[src/rtl/systolic_host_sequencer_if.sv]
// Host-side job and result channels of the systolic host sequencer.
// The host drives the master modport, and the sequencer uses the slave modport.
interface systolic_host_sequencer_if #(
  parameter int unsigned ACT_LEN = 3
);
  logic                   job_valid;
  logic                   job_ready;
  logic [31:0]            job_weights;
  logic [31:0]            job_biases;
  logic [8*ACT_LEN-1:0]   job_acts;
  logic                   res_valid;
  logic                   res_ready;
  logic [15:0]            res_data;
  logic                   res_overrun;

  modport master (
    output job_valid, job_weights, job_biases, job_acts, res_ready,
    input  job_ready, res_valid, res_data, res_overrun
  );

  modport slave (
    input  job_valid, job_weights, job_biases, job_acts, res_ready,
    output job_ready, res_valid, res_data, res_overrun
  );
endinterface

[src/rtl/systolic_host_sequencer.sv]
// Replays the array controller's frame schedule on the 8-bit pin bus from a queued job,
// then captures the drained 16-bit result into a one-entry buffer.
module systolic_host_sequencer #(
  parameter int unsigned FRAME_LEN  = 17,
  parameter int unsigned W_START    = 1,
  parameter int unsigned B_START    = 5,
  parameter int unsigned B_LEN      = 8,
  parameter int unsigned C_START    = 13,
  parameter int unsigned ACT_LEN    = 3,
  parameter int unsigned RES_OFFSET = 16
) (
  input  logic                       clk,
  input  logic                       rst_n,
  systolic_host_sequencer_if.slave   host,
  output logic [7:0]                 pin_data_out,
  input  logic [15:0]                pin_res_in,
  output logic                       busy,
  output logic                       frame_start
);
  localparam int unsigned CW = $clog2(FRAME_LEN);
  localparam logic [CW-1:0] LAST_OFF = CW'(FRAME_LEN - 1);
  localparam logic [CW-1:0] RES_OFF  = CW'(RES_OFFSET);

  logic [CW-1:0]        frame_cnt, next_cnt;
  logic                 job_full, active, next_active;
  logic                 wrap, accept, capture;
  logic [31:0]          job_w, job_b, act_w, act_b, src_w, src_b;
  logic [8*ACT_LEN-1:0] job_a, act_a, src_a;
  logic [7:0]           next_byte;
  logic                 res_valid, res_overrun;
  logic [15:0]          res_data;
  int unsigned          next_off;

  always_comb begin
    wrap        = (frame_cnt == LAST_OFF);
    next_cnt    = wrap ? '0 : frame_cnt + CW'(1);
    next_active = wrap ? job_full : active;
    accept      = host.job_valid && !job_full;
    capture     = active && (frame_cnt == RES_OFF);
    src_w       = (wrap && job_full) ? job_w : act_w;
    src_b       = (wrap && job_full) ? job_b : act_b;
    src_a       = (wrap && job_full) ? job_a : act_a;
    next_off    = 32'(next_cnt);
    next_byte   = '0;
    // The byte is looked up one offset ahead, so the register holds it during that offset.
    if (next_active) begin
      for (int unsigned k = 0; k < 4; k++)
        if (next_off == W_START + k) next_byte = src_w[8*k +: 8];
      for (int unsigned k = 0; k < B_LEN; k++)
        if (next_off == B_START + k) next_byte = src_b[8*(k%4) +: 8];
      for (int unsigned k = 0; k < ACT_LEN; k++)
        if (next_off == C_START + k) next_byte = src_a[8*k +: 8];
    end
  end

  always_ff @(posedge clk or negedge rst_n) begin
    if (!rst_n) begin
      frame_cnt    <= '0;
      job_full     <= 1'b0;
      active       <= 1'b0;
      job_w        <= '0;
      job_b        <= '0;
      job_a        <= '0;
      act_w        <= '0;
      act_b        <= '0;
      act_a        <= '0;
      pin_data_out <= '0;
    end else begin
      frame_cnt    <= next_cnt;
      active       <= next_active;
      pin_data_out <= next_byte;
      if (wrap && job_full) begin
        act_w    <= job_w;
        act_b    <= job_b;
        act_a    <= job_a;
        job_full <= 1'b0;
      end
      // A job can only be accepted while the job register is empty.
      if (accept) begin
        job_w    <= host.job_weights;
        job_b    <= host.job_biases;
        job_a    <= host.job_acts;
        job_full <= 1'b1;
      end
    end
  end

  always_ff @(posedge clk or negedge rst_n) begin
    if (!rst_n) begin
      res_valid   <= 1'b0;
      res_data    <= '0;
      res_overrun <= 1'b0;
    end else if (capture) begin
      if (!res_valid || host.res_ready) begin
        res_data  <= pin_res_in;
        res_valid <= 1'b1;
      end else begin
        res_overrun <= 1'b1;
      end
    end else if (res_valid && host.res_ready) begin
      res_valid <= 1'b0;
    end
  end

  assign host.job_ready   = !job_full;
  assign host.res_valid   = res_valid;
  assign host.res_data    = res_data;
  assign host.res_overrun = res_overrun;
  assign busy             = active;
  assign frame_start      = (frame_cnt == '0);
endmodule

[src/flat_wrapper.sv]
// flat-port wrapper written by rule: the top's interface ports become plain ports
module systolic_host_sequencer_flat 
#(
  parameter int unsigned FRAME_LEN  = 17,
  parameter int unsigned W_START    = 1,
  parameter int unsigned B_START    = 5,
  parameter int unsigned B_LEN      = 8,
  parameter int unsigned C_START    = 13,
  parameter int unsigned ACT_LEN    = 3,
  parameter int unsigned RES_OFFSET = 16
)
  (clk, rst_n, pin_data_out, pin_res_in, busy, frame_start, host_job_valid, host_job_weights, host_job_biases, host_job_acts, host_res_ready, host_job_ready, host_res_valid, host_res_data, host_res_overrun);
  systolic_host_sequencer_if #(.ACT_LEN(ACT_LEN)) host_i ();
  input  logic clk;
  input  logic rst_n;
  output logic [7:0] pin_data_out;
  input  logic [15:0] pin_res_in;
  output logic busy;
  output logic frame_start;
  input wire logic [$bits(host_i.job_valid)-1:0] host_job_valid;
  input wire logic [$bits(host_i.job_weights)-1:0] host_job_weights;
  input wire logic [$bits(host_i.job_biases)-1:0] host_job_biases;
  input wire logic [$bits(host_i.job_acts)-1:0] host_job_acts;
  input wire logic [$bits(host_i.res_ready)-1:0] host_res_ready;
  output wire logic [$bits(host_i.job_ready)-1:0] host_job_ready;
  output wire logic [$bits(host_i.res_valid)-1:0] host_res_valid;
  output wire logic [$bits(host_i.res_data)-1:0] host_res_data;
  output wire logic [$bits(host_i.res_overrun)-1:0] host_res_overrun;
  assign host_i.job_valid = host_job_valid;
  assign host_i.job_weights = host_job_weights;
  assign host_i.job_biases = host_job_biases;
  assign host_i.job_acts = host_job_acts;
  assign host_i.res_ready = host_res_ready;
  assign host_job_ready = host_i.job_ready;
  assign host_res_valid = host_i.res_valid;
  assign host_res_data = host_i.res_data;
  assign host_res_overrun = host_i.res_overrun;
  systolic_host_sequencer #(.FRAME_LEN(FRAME_LEN), .W_START(W_START), .B_START(B_START), .B_LEN(B_LEN), .C_START(C_START), .ACT_LEN(ACT_LEN), .RES_OFFSET(RES_OFFSET)) u_core (.clk(clk), .rst_n(rst_n), .host(host_i), .pin_data_out(pin_data_out), .pin_res_in(pin_res_in), .busy(busy), .frame_start(frame_start));
endmodule
[config.mk]
export PLATFORM = sky130hd
export DESIGN_NAME = systolic_host_sequencer_flat
export DESIGN_NICKNAME = d
export VERILOG_FILES = /design/src/rtl/systolic_host_sequencer_if.sv /design/src/rtl/systolic_host_sequencer.sv /design/src/flat_wrapper.sv
export SDC_FILE = /design/constraint.sdc
export NUM_CORES = 1
export LEC_CHECK = 0
export CAP_MARGIN = 20
export CORE_UTILIZATION = 50
export CTS_BUF_LIST = sky130_fd_sc_hd__clkbuf_8
export DETAILED_ROUTE_END_ITERATION = 10
export PLACE_DENSITY = 0.82
export SYNTH_ARGS = -nofsm -noshare
export SYNTH_HDL_FRONTEND = slang
export SYNTH_SLANG_ARGS = --single-unit
[constraint.sdc]
create_clock -name clk -period 4.75 [get_ports clk]
set_input_delay 0.95 -clock clk [delete_from_list [all_inputs] [get_ports clk]]
set_output_delay 0.95 -clock clk [all_outputs]
set_load 0.01 [all_outputs]
---- Yosys cells after proc, flatten, opt, wreduce, memory -nomap -nowiden ----
Cells that the tools add are included.
cells by class
  add/sub/neg operators ................... 1
  $mul .................................... 0
  divide/modulo/power cells ............... 0
  $lt $le $gt $ge ......................... 0
  eq/ne operators ......................... 17
  shift operators ......................... 0
  muxes and demuxes ....................... 26
  bitwise logic cells ..................... 1
  reductions and logical operators ........ 13
operators by type and width
  operator                                              count
  two-way mux 8 bit                                     16
  two-way mux 32 bit                                    2
  equality test 5 x 4 -> 1 bit (second input constant)  8
  two-way mux 24 bit                                    1
  equality test 5 x 3 -> 1 bit (second input constant)  4
  equality test 5 x 2 -> 1 bit (second input constant)  2
  two-way mux 1 bit                                     6
  AND reduction 2 bit                                   3
  adder 5 x 1 -> 5 bit (second input constant)          1
  equality test 5 x 1 -> 1 bit (second input constant)  1
  equality test 5 bit (second input constant)           1
  logical NOT 5 bit                                     1
  two-way mux 5 bit                                     1
  logical AND 1 bit                                     4
  nonzero test 2 bit                                    2
  logical NOT 1 bit                                     2
  inequality test 2 bit (second input constant)         1
  logical OR 1 bit                                      1
  inverter 1 bit                                        1
storage, ports and cells
  bits in registers ....................... 209
  bits in latches ......................... 0
  memory bits (writable) .................. 0
  bits in read-only memories .............. 0
  bits of input ports ..................... 108
  output and inout bits ................... 29
  memories ................................ 0

---- Longest topological paths before layout ----
Gate-level depths: netlist (run 1).
  depth after elaboration ................. 19
  mapped depth ............................ 12
  depth with buffers taken out ............ 10

---- Worst setup path before layout (run 1) ----
OpenSTA, ideal clock, no wires.
  kind .................................... input to register
  start point ............................. in host_job_valid
  end point ............................... reg u_core.job_a[14]
  setup time .............................. 125 ps
  arrival time ............................ 2343 ps
  path slack .............................. 2282 ps
  stages .................................. 5
  buffers on the path ..................... 3
  cells stage by stage .................... nor2b_1 -> clkbuf_1 -> clkbuf_1 -> buf_1 -> mux2_2
between the ends
  word-level cells in the longest chain between the ends .. 1
ends and longest elaborated chain
  element                 RTL line                       source
  start: declaration      flat_wrapper.sv:20             input wire logic [$bits(host_i.job_valid)-1:0] host_job_valid;
  logical AND 1 bit       systolic_host_sequencer.sv:38  accept = host.job_valid && !job_full;
  end signal: assignment  systolic_host_sequencer.sv:82  job_a <= host.job_acts;
  end: declaration        systolic_host_sequencer.sv:28  logic [8*ACT_LEN-1:0] job_a, act_a, src_a;
No other way between the ends.
A chain may end at the register's enable or synchronous reset.

---- Final worst setup path (run 1) ----
  start point ............................. reg u_core.frame_cnt[0]
  end point ............................... reg u_core.pin_data_out[5]
between the ends
  word-level cells in the longest chain between the ends .. 19
  elaborated cells on any way between the ends .. 39
ends and longest elaborated chain
  element                                                                    RTL line                                                      source
  start: declaration                                                         systolic_host_sequencer.sv:24                                 logic [CW-1:0] frame_cnt, next_cnt;
  start signal: assignment                                                   systolic_host_sequencer.sv:69                                 frame_cnt <= next_cnt;
  adder 5 x 1 -> 5 bit / equality test 5 bit (equally long branches)         systolic_host_sequencer.sv:36, systolic_host_sequencer.sv:35
  two-way mux 5 bit / logical AND 1 bit (equally long branches)              -
  equality test 5 x 1 -> 1 bit / two-way mux 32 bit (equally long branches)  systolic_host_sequencer.sv:48, systolic_host_sequencer.sv:40
  two-way mux 8 bit (4 in a row)                                             systolic_host_sequencer.sv:48                                 if (next_off == W_START + k) next_byte = src_w[8*k +: 8];
  two-way mux 8 bit (8 in a row)                                             systolic_host_sequencer.sv:50                                 if (next_off == B_START + k) next_byte = src_b[8*(k%4) +: 8];
  two-way mux 8 bit (3 in a row)                                             systolic_host_sequencer.sv:52                                 if (next_off == C_START + k) next_byte = src_a[8*k +: 8];
  two-way mux 8 bit *                                                        systolic_host_sequencer.sv:46                                 if (next_active) begin
  net u_core.next_byte[5]                                                    systolic_host_sequencer.sv:29                                 logic [7:0] next_byte;
  end signal: assignment                                                     systolic_host_sequencer.sv:71                                 pin_data_out <= next_byte;
  end: declaration                                                           systolic_host_sequencer.sv:15                                 output logic [7:0] pin_data_out,
The timed path passes the listed nets; every way through them passes the cells marked *.

==> results.yml, run 1 <==
run_status:
  outcome: "finished clean"
synth:
  synth_top_flop_cell: "dfrtp_1"
  synth_edf_count: 0
  ys_warn_count: 0
  syn-num-nets: 867
  post-synth-top-area-cell: "dfrtp_1"
  synth-seq-cells: 209
  synth_area_um2: 8940
  netlist-cell-type-count: 61
  avgSynthCellArea_um2: 11.8
  async_flop_share: 1.00
  synth_seq_area_share: 0.585
  syn_inst: 755
  yosys-top-cells-area: "dfrtp_1 59%, mux2_2 14%, nand2_1 7.1%"
  yosysTopAreaCellShare: 0.585
place:
  port-buffer-count: 136
  gp_congestion: 0.849
  place_area_um2: 10600
  pre_cts_slack_ps: 1560
  post-dp-hpwl_mm: 14.4
timing:
  finalCritPeriodShare: 0.693
  min_period_ps: 3290
  final_hold_viol_count: 0
  finClkSkew_ps: 25.2
  fin_ws_ps: 1460
  slew-limit-headroom: 0.332
  worstMarginPinSlew_ps: 1000
  setup_violations: 0
  slew_viol_final: 0
  setup_tns_ps: 0
  rsz0062_at_grt: "false"
  clock.fmax_mhz: 304
routing:
  drt_iter0_drc: 474
  drt_drc_violations_left: 0
  drtAntennaViolNets: 0
  wl_per_cell_um: 18.0
  first_pass_iters: 5
  vias: 6437
  via_per_inst: 5.57
  wirelength_mm: 20.9
power_and_ir_drop:
  leakage_nw: 5.00
  finalPower_mw: 5.60
  power.density_nw_per_um2: 497
  vdd.ir_drop.worst_mv: 0.308
worst_setup_path:
  crit_start: "u_core.frame_cnt[0]"
  worst_path_max_delay_cell: "nor3_1"
  arrival_ps: 3760
  worstPathMaxFanout: 37
  cp.buffers_inverters: 1
  worstPathRequired_ps: 5210
  end_kind: "flop"
  start_kind: "flop"
  path_delay_family: "simple AND/OR/NAND/NOR gates"
  max_stage_delay_ps: 810
  r2r-start: "u_core.frame_cnt[0]"
  crit_type: "reg -> reg"
  crit_chain: "inv_1 -> ha_1 -> nand4bb_1 -> nor2_4 -> a21oi_1 -> nor3_1 -> a32o_1 -> a31o_1"
global_route:
  gr-total-overflow: 0
  first_global_vias: 6509
  grt_max_degree: 125
  antenna_found_initial: 0
  grt_pass1_wl_mm: 33.8
  grt_use_total: 0.238
layout:
  diodes: 0
  area_growth_pct: 26.1
  mostFrequentLayoutCell: "dfrtp_1"
  regArea_um2: 5230
  nets: 1016
  final_cell_mix: "209 x dfrtp_1, 169 x nand2_1, 135 x clkdlybuf4s50_1"
  multiInputGateArea_um2: 3480
  nFillCells: 1309
  design_area_um2: 11300
  fin_util: 0.649
  drive_gt1_frac: 0.200
clock_tree:
  cts_sinks: 209
  ctsResizeCount: 0
  cts_tree: "built"
  clock_insertion_delay_worst_skew_ps: 530
  cts_max_path_buffers: 3
  htree_num_levels: 2
  ctsHoldBuffers: 0
  clk_pin_slew_worst_paths_ps: 60
  post-cts-setup-buffer-count: 0
  cts_buffers: 36
  root_buffer: "clkbuf_8"
floorplanning:
  top_level_ports: 137
  rows: 48
  core_um2: 17400
  die_w_um: 136
  die_h_um: 136
  start_util: 0.515
  dieArea_um2: 18400
hold_path:
  hp-start: "u_core.act_w[20]"
  hold_path.class: "reg -> reg"
flow_run:
  maxCapViolations: 0
registers in the layout, indices dropped and copies added (netlist names):
name and count:
u_core.act_b 32, u_core.act_w 32, u_core.job_b 32, u_core.job_w 32, u_core.act_a 24, u_core.job_a 24, u_core.host.res_data 16, u_core.pin_data_out 8
u_core.frame_cnt 5, u_core.busy 1, u_core.host.res_overrun 1, u_core.host.res_valid 1, u_core.job_full 1
power by group:
group          switching (mW)  internal (mW)
logic                   0.518          0.617
registers               0.362           2.53
clock network           0.702          0.875
total                    1.58           4.02
synthesized netlist by cell type (2+ instances only):
cell / instances
o21ai_0: 7
nor3_1: 12
a211oi_1: 2
buf_2: 9
o21ai_1: 2
buf_4: 4
nand2_1: 170
a31oi_1: 10
and2_1: 2
a221oi_1: 4
o221ai_1: 8
o32ai_1: 5
ha_1: 4
a21oi_1: 7
nand3_1: 26
or3_1: 4
inv_1: 23
nor2b_1: 2
nand2b_1: 4
a22o_1: 3
mux2_2: 112
and3_1: 2
a32oi_1: 2
clkbuf_1: 18
mux2i_1: 20
o22ai_1: 2
mux2_1: 9
o2111ai_1: 2
xnor2_1: 2
a31o_1: 7
a32o_1: 7
o211ai_1: 5
inv_2: 3
o21ai_2: 2
o2111a_1: 5
nor2_1: 16
dfrtp_1: 209
worst reg2reg max path: stages (launching register included):
cell       delay, ps
dfrtp_1          470
inv_1            130
ha_1             210
nand4bb_1        250
nor2_4           750
a21oi_1          260
nor3_1           810
a32o_1           240
a31o_1           110
cells by family (layout without fill, tap and decap cells):
kind of cell / count (synthesis) / in the layout / synth area share
xor gates and xnor gates: 3 / 3 / 0.00378
adders and majority gates: 4 / 4 / 0.00560
buffers and inverters: 59 / 235 / 0.0278
DFF: 209 / 209 / 0.585
AOI/OAI and AO/OA: 89 / 89 / 0.0803
and+or+nand+nor: 250 / 250 / 0.123
muxes: 141 / 141 / 0.175
area by class of cell:
class,instances,area share
clock buffers,43,0.0525
clock inverters,22,0.0105
inverters,26,0.00866
multi-input cells,487,0.308
flip-flops and latches,209,0.464
well taps,225,0.0250
repair buffers,144,0.131
stage by stage:
stage                     cells  hold WS, ps
after floorplan             755          440
after global placement     1089          452
after detailed placement   1090          458
after CTS                  1155          473
after global routing       1156          496
final                      1156          473
metal layers:
layer	share of wire	global-route usage	up-vias
li1	-	-	2962
met1	0.43	0.318	3163
met2	0.47	0.374	263
met3	0.068	0.0486	49
met4	0.032	0.105	0
met5	0	0	-
path summary, 6_finish.rpt:
check | cells past startpoint | slack, ps | end
max reg2reg | 8 | 1460 | u_core.pin_data_out[5]
min | 2 | 470 | u_core.act_w[20]
max | 8 | 1460 | u_core.pin_data_out[5]
min reg2reg | 2 | 470 | u_core.act_w[20]
min in group asynchronous | 1 | 550 | u_core.host.res_data[4]
max in group asynchronous | 2 | 3260 | u_core.act_b[14]
Power figures use the tool's default switching activity.
==> inputs of run 2 (changes only) <==
Settings changed: PLACE_DENSITY 0.82 to 0.85.
Clock period 4.75 ns to 2.7 ns, I/O delays scaled along.
==> run 2 against run 1 <==
Net effect:
- power is 83% higher
- cell count increased by 2.2%
- via count rose by 1.7%
- die area stayed put
- critical endpoint is now u_core.pin_data_out[6]
- largest power group unchanged
- first-iteration DRC count rose by 32%
- worst hold slack got worse by 420 ps
- combinational power rose by 90%
- final area rose by 3.8%
==> results.yml, run 2 (synthesized netlist as in run 1, its figures left out) <==
run_status:
  outcome: "finished clean"
place:
  pre_cts_slack_ps: 28.6
  placed_cells: 1117
  gp_congestion: 0.913
  port-buffer-count: 136
  post-dp-hpwl_mm: 15.2
global_route:
  grt_use_total: 0.244
  antenna_found_initial: 0
  first_global_vias: 6685
  grt_pass1_wl_mm: 34.6
  gr-total-overflow: 0
  grt_max_degree: 90
floorplanning:
  die_h_um: 136
  dieArea_um2: 18400
  rows: 48
  top_level_ports: 137
  core_um2: 17400
  start_util: 0.515
  die_w_um: 136
worst_setup_path:
  worstPathMaxFanout: 9
  max_stage_delay_ps: 430
  r2r_cells: 12
  start_kind: "flop"
  crit_top_cell: "buf_4"
  crit_chain: "inv_1 -> ha_2 -> nor2b_4 -> a31o_2 -> inv_2 -> buf_4 -> or3_1 -> a21oi_4 -> buf_4 -> a221oi_2 -> o211ai_1 -> a31o_1"
  crit_type: "reg -> reg"
  worst_path_max_delay_cell: "dfrtp_1"
  reg2reg_to: "u_core.pin_data_out[6]"
  worstPathRequired_ps: 3150
  reg2reg_slack_ps: 40
  end_kind: "flop"
  arrival_ps: 3110
  r2r-start: "u_core.frame_cnt[1]"
layout:
  mostFrequentLayoutCell: "dfrtp_1"
  regArea_um2: 5230
  area_growth_pct: 30.8
  stdcell_count: 1182
  drive_gt1_frac: 0.254
  final_cell_mix: "208 x dfrtp_1, 169 x nand2_1, 135 x clkdlybuf4s50_1"
  nets: 1045
  nFillCells: 1243
  multiInputGateArea_um2: 3600
  diodes: 0
clock_tree:
  root_buffer: "clkbuf_8"
  cts_max_path_buffers: 3
  clock_insertion_delay_worst_skew_ps: 520
  cts_sinks: 209
  cts_buffers: 35
  clk_pin_slew_worst_paths_ps: 70
  ctsHoldBuffers: 0
  cts_tree: "built"
  htree_num_levels: 2
timing:
  fin_ws_ps: 41.8
  finClkSkew_ps: 18.3
  rsz0062_at_grt: "true"
  final_hold_viol_count: 0
  slew-limit-headroom: 0.436
  worstMarginPinSlew_ps: 839
  finalCritPeriodShare: 0.985
  setup_violations: 0
  clock.fmax_mhz: 376
  min_period_ps: 2660
  slew_viol_final: 0
power_and_ir_drop:
  leakage_nw: 5.15
  power.density_nw_per_um2: 877
  vdd.ir_drop.worst_mv: 0.520
routing:
  first_pass_iters: 5
  drtAntennaViolNets: 0
  via_per_inst: 5.54
  wirelength_mm: 21.6
  wl_per_cell_um: 18.3
  vias: 6547
  drt_drc_violations_left: 0
  drt_iter0_drc: 627
hold_path:
  hold_path.class: "in -> async"
flow_run:
  maxCapViolations: 0
run 2: power by group:
part	internal (mW)	switching, mW	total [mW]
Clock	1.77	1.26	3.03
Combinational	1.13	1.03	2.15
Sequential	4.45	0.621	5.07
run 2: layout make-up:
type	count	share of cell area
Sequential cell	209	0.447
Multi-Input combinational cell	487	0.308
Timing Repair Buffer	174	0.146
Clock buffer	44	0.0518
Tap cell	225	0.0241
Clock inverter	17	0.0143
Inverter	26	0.00834
run 2: how the worst max path moves through the flow:
stage,start,to,slack [ps]
global placement,u_core.frame_cnt[1],u_core.pin_data_out[7],20
floorplan,u_core.frame_cnt[0],u_core.pin_data_out[3],270
global route,u_core.frame_cnt[1],u_core.pin_data_out[4],-50
finish,u_core.frame_cnt[1],u_core.pin_data_out[6],40
detailed placement,u_core.frame_cnt[1],u_core.pin_data_out[5],30
CTS,u_core.frame_cnt[1],u_core.pin_data_out[3],7
run 2: critical path: cells and delay by family, from the launching register on:
family	cells	cell delay [ps]
buffers and inverters	4	480
DFF	1	430
adders and majority gates	1	210
AOI/OAI and AO/OA	5	910
and+or+nand+nor	2	570
run 2: timing repair:
item,CTS,global route
endpoints found under the setup margin,2,8
pin swaps,1,10
cloned,0,0
resized for setup,1,23
setup buffers,0,3
run 2: layer usage:
metal	part of all wire	vias to the layer above	routed length, um	global-route usage
li1	-	3017	-	-
met1	0.44	3240	9490	0.327
met2	0.47	245	10100	0.383
met3	0.064	45	1380	0.0539
met4	0.032	0	691	0.0986
met5	0	-	0	0
run 2: stage by stage:
| step | instance area (um2) | total power, mW | hold slack, ps | util | setup TNS [ps] |
|---|---|---|---|---|---|
| finish | 11700 | 10.3 | 49.0 | 0.674 | 0 |
| detailed placement | 10800 | 7.21 | 458 | 0.620 | 0 |
| CTS | 11500 | 10.3 | 78.7 | 0.665 | 0 |
| global route | 11700 | 10.8 | 97.1 | 0.674 | -119 |
| floorplan | 8940 | 6.17 | 244 | - | 0 |
| global placement | 10800 | 7.04 | 451 | 0.620 | 0 |
